===== src/rtl/aes_pkg.sv =====
// Shared AES constants and types used by the encryptor datapath and its
// output-side companions.
package aes_pkg;

    localparam int AES_BLOCK_W     = 128;
    localparam int AES128_PIPE_LAT = 11;

    typedef logic [AES_BLOCK_W-1:0] aes_block_t;

endpackage : aes_pkg


===== src/rtl/aes_ct_fifo.sv =====
// Synchronous ciphertext FIFO. Pointers carry one extra wrap bit so that
// full and empty are distinguishable without a separate counter. The head
// entry is read combinationally from storage, with no bypass from the
// write port.
module aes_ct_fifo
    import aes_pkg::*;
#(
    parameter int BLOCK_W = AES_BLOCK_W,
    parameter int DEPTH   = 16,
    localparam int AW     = $clog2(DEPTH),
    localparam int CW     = $clog2(DEPTH + 1)
) (
    input  logic               clk,
    input  logic               rst,
    input  logic               push_i,
    input  logic [BLOCK_W-1:0] push_data_i,
    input  logic               pop_i,
    output logic [BLOCK_W-1:0] pop_data_o,
    output logic               full_o,
    output logic               empty_o,
    output logic [CW-1:0]      count_o
);

    logic [BLOCK_W-1:0] mem_q [DEPTH];
    logic [AW:0]        wr_ptr_q, wr_ptr_d;
    logic [AW:0]        rd_ptr_q, rd_ptr_d;
    logic [AW:0]        fill;
    logic               push_ok;
    logic               pop_ok;

    assign full_o  = (wr_ptr_q[AW] != rd_ptr_q[AW]) &&
                     (wr_ptr_q[AW-1:0] == rd_ptr_q[AW-1:0]);
    assign empty_o = (wr_ptr_q == rd_ptr_q);
    assign fill    = wr_ptr_q - rd_ptr_q;
    assign count_o = CW'(fill);

    // A push into a full FIFO is only safe when the head leaves in the same cycle.
    assign push_ok = push_i & (~full_o | pop_i);
    assign pop_ok  = pop_i & ~empty_o;

    assign wr_ptr_d = wr_ptr_q + {{AW{1'b0}}, push_ok};
    assign rd_ptr_d = rd_ptr_q + {{AW{1'b0}}, pop_ok};

    assign pop_data_o = mem_q[rd_ptr_q[AW-1:0]];

    // Pointer state; storage contents are left untouched by reset.
    always_ff @(posedge clk) begin
        if (rst) begin
            wr_ptr_q <= '0;
            rd_ptr_q <= '0;
        end else begin
            wr_ptr_q <= wr_ptr_d;
            rd_ptr_q <= rd_ptr_d;
        end
    end

    // Storage write port.
    always_ff @(posedge clk) begin
        if (push_ok) begin
            mem_q[wr_ptr_q[AW-1:0]] <= push_data_i;
        end
    end

endmodule : aes_ct_fifo


===== src/rtl/aes_enc_out_collector.sv =====
// Output collector for the stall-free pipelined AES-128 encryptor. A tag
// shift register mirrors the pipeline so the ciphertext is captured on the
// exact cycle it leaves the last round; issue credit is only granted while
// a FIFO slot can be reserved for every block in flight.
module aes_enc_out_collector
    import aes_pkg::*;
#(
    parameter int BLOCK_W = AES_BLOCK_W,
    parameter int LATENCY = AES128_PIPE_LAT,
    parameter int DEPTH   = 16
) (
    input  logic               clk,
    input  logic               rst,
    input  logic               blk_valid,
    output logic               blk_ready,
    input  logic [BLOCK_W-1:0] enc_out,
    output logic [BLOCK_W-1:0] ct_data,
    output logic               ct_valid,
    input  logic               ct_ready,
    output logic               busy
);

    localparam int OW = $clog2(DEPTH + 1);
    localparam int FW = $clog2(DEPTH + 1);
    localparam logic [OW-1:0] DEPTH_C = OW'(DEPTH);

    logic [LATENCY-1:0] tag_q, tag_d;
    logic [OW-1:0]      outstanding_q, outstanding_d;
    logic               issue;
    logic               pop;
    logic               capture;
    logic               fifo_empty;
    logic               fifo_full;
    logic [FW-1:0]      fifo_count;
    logic               unused_fifo_status;

    assign issue   = blk_valid & blk_ready;
    assign pop     = ct_valid & ct_ready;
    assign capture = tag_q[LATENCY-1];

    // Credit depends only on registered state and reset, never on blk_valid.
    assign blk_ready = (outstanding_q < DEPTH_C) & ~rst;
    assign busy      = (outstanding_q != '0);
    assign ct_valid  = ~fifo_empty;

    // Full and occupancy are implied by the outstanding counter, so the top
    // does not consume them.
    assign unused_fifo_status = ^{fifo_full, fifo_count};

    generate
        if (LATENCY == 1) begin : g_tag_single
            assign tag_d = issue;
        end else begin : g_tag_shift
            assign tag_d = {tag_q[LATENCY-2:0], issue};
        end
    endgenerate

    assign outstanding_d = outstanding_q + OW'(issue) - OW'(pop);

    // Pipeline tag tracking and outstanding-block accounting.
    always_ff @(posedge clk) begin
        if (rst) begin
            tag_q         <= '0;
            outstanding_q <= '0;
        end else begin
            tag_q         <= tag_d;
            outstanding_q <= outstanding_d;
        end
    end

    aes_ct_fifo #(
        .BLOCK_W (BLOCK_W),
        .DEPTH   (DEPTH)
    ) u_fifo (
        .clk         (clk),
        .rst         (rst),
        .push_i      (capture),
        .push_data_i (enc_out),
        .pop_i       (pop),
        .pop_data_o  (ct_data),
        .full_o      (fifo_full),
        .empty_o     (fifo_empty),
        .count_o     (fifo_count)
    );

endmodule : aes_enc_out_collector


===== config.mk =====
export PLATFORM = sky130hd
export DESIGN_NAME = aes_enc_out_collector
export DESIGN_NICKNAME = d
export VERILOG_FILES = /design/src/rtl/aes_pkg.sv /design/src/rtl/aes_ct_fifo.sv /design/src/rtl/aes_enc_out_collector.sv
export SDC_FILE = /design/constraint.sdc
export NUM_CORES = 1
export LEC_CHECK = 0
export ABC_AREA = 0
export BUFFER_PORTS_ARGS = -buffer_cell sky130_fd_sc_hd__buf_2
export CAP_MARGIN = 15
export CORE_MARGIN = 2
export CORE_UTILIZATION = 45
export DETAILED_ROUTE_END_ITERATION = 10
export PLACE_DENSITY = 0.59
export SETUP_SLACK_MARGIN = 0.15
export SLEW_MARGIN = 15
export SYNTH_ARGS = -nofsm -noshare
export SYNTH_HDL_FRONTEND = slang
export SYNTH_HIERARCHICAL = 1
export SYNTH_SLANG_ARGS = --single-unit

===== constraint.sdc =====
create_clock -name clk -period 24.4 [get_ports clk]
set_input_delay 6.1 -clock clk [delete_from_list [all_inputs] [get_ports clk]]
set_output_delay 6.1 -clock clk [all_outputs]
set_load 0.005 [all_outputs]

==> summary by stage, run 1 <==
Logic synthesis
The warning count from the yosys run is 6. The post-synthesis instance area is 79100 um2. Synthesis produced a netlist with a net count of around 3700. Synthesis handed over a netlist of around 3500 instances. In this run the mean area of a mapped cell was around 22 um2.

Global route
The number of antenna violations at the first check in global routing is 41. Global routing used a little over a fifth of the available tracks. Entering global routing, the biggest net connects 132 pins. The number of global-route vias before repair came to around 39000. The first global-routing pass estimated between 200000 and 300000 um of wire. The aggregate global routing overflow is 0.

Clocking
The H-tree level count is 4. The count of buffers added by post-CTS timing repair for setup is 0. The later pin in the worst-skew pair is clocked with a latency of 840 ps. The post-CTS clock slew at the launch and capture registers of the worst setup and hold paths is 60 ps.

The master cell of the clock root buffer is sky130_fd_sc_hd__clkbuf_16. The clock passes through at most 3 buffers. TritonCTS built the clock tree. Counting the buffers created by CTS gives between 200 and 250. The number of instances resized during post-cts repair is 0. The clock drives about 2100 sinks. Buffers inserted to repair hold after CTS numbered 0.

STA
The final-report max-slew violation count is 0. The setup skew after layout is 22.9 ps. The worst slew margin relative to its limit is 19.0%. The share of the clock period used by the worst path is between 50% and 60%.

For the pin with the worst max-slew slack, the measured transition is between 1000 and 1500 ps. The count of endpoints failing hold in the final timing report is 0. Counting I/O delays and the setup requirement, the final critical path takes between 10000 and 15000 ps. Setup repair after global routing left no endpoint under its margin. For the final routed database, the setup TNS stands at 0 ps. The fmax is between 70 and 80 MHz. The final setup violation count is 0.

Power
The clock network accounts for between 40% and 50% of the total power. For this design the ratio of total power to cell area is about 78 nW/um2. Overall power consumption after layout is estimated at between 0.006 and 0.007 W. The largest vdd supply drop is between 0.05 and 0.06 mV. Net switching is a little under 20% of the power. The cell-internal power is 0.00560 W. The share of total power dissipated in sequential elements is 56.0%.

The share of total power dissipated in combinational logic is less than 1%. In this run the static leakage power is ~28 nW. Summed over all nets, the switching power comes to 0.00138 W.

Worst setup path
Counting cells, the worst reg-to-reg path comes to 11. At the worst endpoint, the arrival time is ~6700 ps. The cell with the largest stage delay on the worst path is sky130_fd_sc_hd__buf_2. Of all nets on the critical path, the largest fanout is 28. The peak per-stage delay on the critical path is around 380 ps. By startpoint and endpoint, the worst setup path is classified as primary input to output port.

The worst setup path is captured at an output port. The required time at the endpoint of the critical path is between 15000 and 20000 ps. On the critical path the largest part of the delay comes from buffers and inverters.

Together, buffers and inverters on the worst path number 2. The category of the worst setup path launch point is a primary input. The worst register-to-register path ends at u_fifo/mem_q[4][56]. The critical path goes through buf_2, nor2_1, buf_2. The startpoint identified for the worst register-to-register timing path is u_fifo/rd_ptr_q[0]. The internal reg-to-reg setup slack is ~17000 ps. Counting stages on the worst path, the most repeated cell is sky130_fd_sc_hd__buf_2.

Drt
The routed layout has ~38000 vias. The first TritonRoute pass finished after 5 iterations. The detailed router's first-iteration violation count is between 3000 and 4000. In this run the remaining antenna-violating nets after routing total 0. The routed wire length per instance is approximately 30 um. The via density per instance is a little under 6.

The final layout contains routed wiring with a total length of roughly 190000 um. The final routed DRC violation total is 0.

Finish
The net count of the finished layout is roughly 4000. The area growth from synthesis to layout is 13.1%. The post-route standard cell area excluding fillers is roughly 89000 um2. The fraction of layout instances using a drive strength above 1 is between 20% and 30%. The most common cell after layout, fill and taps aside is sky130_fd_sc_hd__edfxtp_1.

Leaving out fill and tap cells, the most frequent cells in the layout are sky130_fd_sc_hd__edfxtp_1, sky130_fd_sc_hd__mux2i_1, sky130_fd_sc_hd__mux4_2, sky130_fd_sc_hd__buf_2, sky130_fd_sc_hd__clkbuf_16.

Status
The flow ran to the end, and the final reports show no timing, DRC or antenna violations.

Placement
The wire-length estimate of the detail-placed layout is a little under 90000 um. The post-detailed-placement cell area is about 83000 um2. The count of buffers inserted at the top-level ports is ~260. Routability-driven placement finished with a final weighted congestion of 0.707.

Hold path
Along the worst hold path, the cell count comes to 1. In this run the most critical hold path is launched from tag_q[6]. The min-delay analysis places its worst path in the category register to register. For hold timing, the worst endpoint is tag_q[7].

Floorplanning
The effective utilization at floorplan is 45.4%. The die footprint is roughly 180000 um2. around 260 I/O pins were placed. After floorplanning, the core was sized to cover approximately 170000 um2. The horizontal extent of the die is 423 um.

In this run the vertical extent of the chip is 423 um. The floorplan has ~150 rows.

Run
Max-cap violations in this run came to 0.
==> power groups by stage <==
stage	Clock, W	Combinational (W)	Sequential, W
final	0.00301	0.0000652	0.00391
after floorplan	0	0.0000114	0.00399
after CTS	0.00307	0.0000665	0.00391
after detailed placement	0	0.0000664	0.00399
after global placement	0	0.0000626	0.00399
after global routing	0.00321	0.0000748	0.00391
==> registers in the layout, indices dropped and copies added, names as in the netlist <==
name             count
tag_q               11
u_fifo/mem_q      2048
outstanding_q        5
u_fifo/rd_ptr_q      5
u_fifo/wr_ptr_q      5
==> stage by stage <==
step | worst slack [ps] | std cells | util (%) | hold WS, ps
after CTS | 11540 | 6381 | 51.3 | 440
after global placement | 11540 | 5992 | 47.6 | 417
final | 11560 | 6388 | 51.3 | 436
after global routing | 11310 | 6383 | 51.3 | 451
after detailed placement | 11540 | 5993 | 47.6 | 424
after floorplan | 8320 | 3541 | - | 414
==> worst max path at each step <==
stage	startpoint	endpoint	depth (start not counted)
after global routing	u_fifo/rd_ptr_q[0]	ct_data[88]	8
after CTS	rst	blk_ready	3
after detailed placement	rst	blk_ready	3
after global placement	rst	blk_ready	3
final	rst	blk_ready	3
after floorplan	ct_ready	u_fifo/mem_q[3][0]	4
==> layout make-up <==
class,instances,area [um2]
Antenna cell,7,17.5
Clock buffer,288,5610
Clock inverter,100,802
Fill cell,13800,84800
Inverter,14,67.6
Multi-Input combinational cell,1250,16000
Sequential cell,2074,62000
Tap cell,2325,2910
Timing Repair Buffer,330,1980
==> routing by layer <==
layer	vias up	wire, um	track usage (%)
li1	15800	-	-
met1	20200	79500	28.7
met2	1125	94600	35.4
met3	340	9840	3.43
met4	22	4780	5.82
met5	-	138	0
No activity file was read; power rests on OpenSTA's default activity.
==> run 2: changes to the inputs <==
==> constraint.sdc (replaced) <==
create_clock -name clk -period 12 [get_ports clk]
set_input_delay 3 -clock clk [delete_from_list [all_inputs] [get_ports clk]]
set_output_delay 3 -clock clk [all_outputs]
set_load 0.005 [all_outputs]
==> run 2 against run 1 <==
Clock power up 110%. Sequential power up 100%. Global-route usage up 0.26 points. Cell count about the same. Register-to-register slack worse by 12000 ps. Clock skew about the same. Worst hold slack better by 5.3 ps. Wire length up 1.4%. Count of clock-buffer cells in the layout down 32. Utilization up 0.21 points. Critical endpoint is now ct_data[125].
==> summary by stage, run 2 (synthesis results as in run 1) <==
Drt
The sum of routed wire length over all layers is 192000 um (+1.4%). The final routed DRC violation total is 0 (unchanged). The detailed-router iteration count before antenna repair is 7 (+2). The via density per instance came to 5.91 (+0.58%). The routed wire length per instance came to 30.0 um (+1.5%). The detailed router's first-iteration violation count came to 3347 (+3.9%). The antenna violation net count after detailed routing is 0 (unchanged). The total via count in the routed design is 37700 (+0.53%).

Worst setup path
The internal reg-to-reg setup slack is 5640 ps (-11820 ps). The cell depth of the worst flop-to-flop path is 11 (unchanged). The data arrival time at the worst-slack endpoint came to 4510 ps (-2230 ps). STA classifies the critical path endpoint as an output port. The required time at the endpoint of the critical path came to 9000 ps (-9300 ps).

STA classifies the critical path startpoint as a register. By startpoint and endpoint, the worst setup path is classified as register to output port. The highest fanout seen on the critical path was 111 (+300%).

Finish
The most common cell after layout, fill and taps aside is sky130_fd_sc_hd__edfxtp_1. The fill cell total of the finished layout is 13700 (-0.85%). The flip-flop count of the largest register after layout came to 2048 (unchanged). The top cell types in the final layout, fill and taps aside, are sky130_fd_sc_hd__edfxtp_1, sky130_fd_sc_hd__mux2i_1, sky130_fd_sc_hd__mux4_2, sky130_fd_sc_hd__buf_2, sky130_fd_sc_hd__clkbuf_16. The fraction of layout instances using a drive strength above 1 is 25.3% (+0.31 points). The area growth from synthesis to layout is 13.5%.

The net count of the finished layout is 4023 (-0.075%).

Global route
The overall track demand over capacity in global routing is 21.3% (+0.26 points). The aggregate global routing overflow is 0 (unchanged). The global routing met1 resource utilization came to 29.3% (+0.65 points). The number of global-route vias before repair was 38300 (-0.72%).

The wire length of the first global-routing pass came to 276000 um (+0.94%). The largest net degree at the start of global routing came to 135 (+2.3%). The number of antenna violations at the first check in global routing came to 45 (+9.8%). The met3 demand-to-capacity share in global routing came to 3.35% (-0.083 points). The busiest layer in global routing is met2. The met2 demand-to-capacity share in global routing is 36.3% (+0.87 points).

Floorplanning
The effective utilization at floorplan came to 45.4% (unchanged). The horizontal extent of the die was 423 um (unchanged). The height of the die came to 423 um (unchanged). The number of rows created at floorplan was 153 (unchanged). The floorplan core area is 174000 um2 (unchanged). The die footprint is 179000 um2 (unchanged). The number of primary I/O pins is 263 (unchanged).

Placement
The count of buffers inserted at the top-level ports is 262 (unchanged). The routability congestion estimate from global placement came to 0.721 (+2.0%). The sum of net half-perimeters after detailed placement is 89100 um (+1.3%).

STA
The time the worst path needs with I/O delays and setup is roughly 7500 ps. The slew of the pin with the lowest slew margin is 1130 ps (-87.6 ps). Static timing analysis puts the maximum clock frequency at between 100 and 150 MHz.

The share of the clock period used by the worst path is between 60% and 70%. The setup skew after layout is 22.6 ps (-0.326 ps). Setup repair after global routing left no endpoint under its margin. The final-report max-slew violation count was 0 (unchanged). The final setup violation count is 0 (unchanged). The final setup TNS is 0 ps (unchanged). The minimum hold slack was 442 ps (+5.32 ps). The count of endpoints failing hold in the final timing report was 0 (unchanged). The worst slew margin relative to its limit is 24.8% (+5.8 points).

Clocking
The maximum count of clock buffers along a single path is 3 (unchanged). The number of clock sinks was 2074 (unchanged). The post-CTS clock slew at the launch and capture registers of the worst setup and hold paths is 60 ps (about the same).

The number of instances resized during post-cts repair came to 0 (unchanged). The number of buffers created by CTS is 208 (-0.48%). The latest clock arrival within the worst-skew pair is 830 ps (about the same).

The H-tree level count came to 4 (unchanged). In this run the clock root is driven by a sky130_fd_sc_hd__clkbuf_16. The count of buffers added by post-CTS timing repair for setup is 0 (unchanged).

TritonCTS built the clock tree. The cts-stage hold buffer count is 0 (unchanged).

Status
The run finished with clean final reports.

Power
The largest vdd supply drop was 0.123 mV (+110%). The overall power consumption came to 0.0145 W (+110%). The leakage power figure is 27.6 nW (+0.44%). The ratio of total power to cell area is 161 nW/um2 (+110%).

Run
The number of maximum-capacitance constraint violations is 0 (unchanged).

Hold path
The hold-critical path depth is 1 (unchanged). The worst hold path belongs to the class register to register.
-- run 2: worst max-delay path, cell delays in order (launching register included) --
cell and delay [ps]:
sky130_fd_sc_hd__dfxtp_4 560, sky130_fd_sc_hd__buf_4 760, sky130_fd_sc_hd__and2_4 490, sky130_fd_sc_hd__buf_12 720, sky130_fd_sc_hd__a22oi_1 280, sky130_fd_sc_hd__a32oi_1 280
sky130_fd_sc_hd__o21ai_1 180, sky130_fd_sc_hd__buf_2 200
-- run 2: power by group --
group	internal, W	switching (W)
sequential	0.00796	0.00000276
combinational	0.0000306	0.000104
clock	0.00365	0.00272
-- run 2: layout make-up --
class	instances	area, um2	area share (%)
multi-input cells	1250	16000	17.9
clock buffers	256	5390	6.00
repair buffers	328	2020	2.25
inverters	14	67.6	0.0752
diodes	7	17.5	0.0195
well taps	2325	2910	3.24
flip-flops and latches	2074	62000	69.1
clock inverters	131	1330	1.48
-- run 2: through the flow --
step | cell area [um2] | utilization, % | setup slack (ps) | instances
global route | 89800 | 51.5 | 4250 | 6381
CTS | 89800 | 51.5 | 4370 | 6378
finish | 89800 | 51.5 | 4490 | 6385
detailed placement | 83100 | 47.7 | 5140 | 5991
global placement | 83100 | 47.7 | 5270 | 5991
floorplan | 79100 | - | 2460 | 3541
-- run 2: final timing paths --
path,to,from
worst min-delay path,tag_q[9],tag_q[8]
worst min register to register,tag_q[9],tag_q[8]
worst max register to register,u_fifo/mem_q[3][90],u_fifo/rd_ptr_q[1]
worst max-delay path,ct_data[125],u_fifo/rd_ptr_q[2]
-- run 2: per-layer routing --
| metal | up-vias | wire length, um | share of wire, % |
|---|---|---|---|
| li1 | 15800 | - | - |
| met3 | 293 | 10400 | 5.4 |
| met1 | 20400 | 79900 | 42 |
| met5 | - | 145 | 0.076 |
| met4 | 22 | 3510 | 1.8 |
| met2 | 1181 | 97600 | 51 |
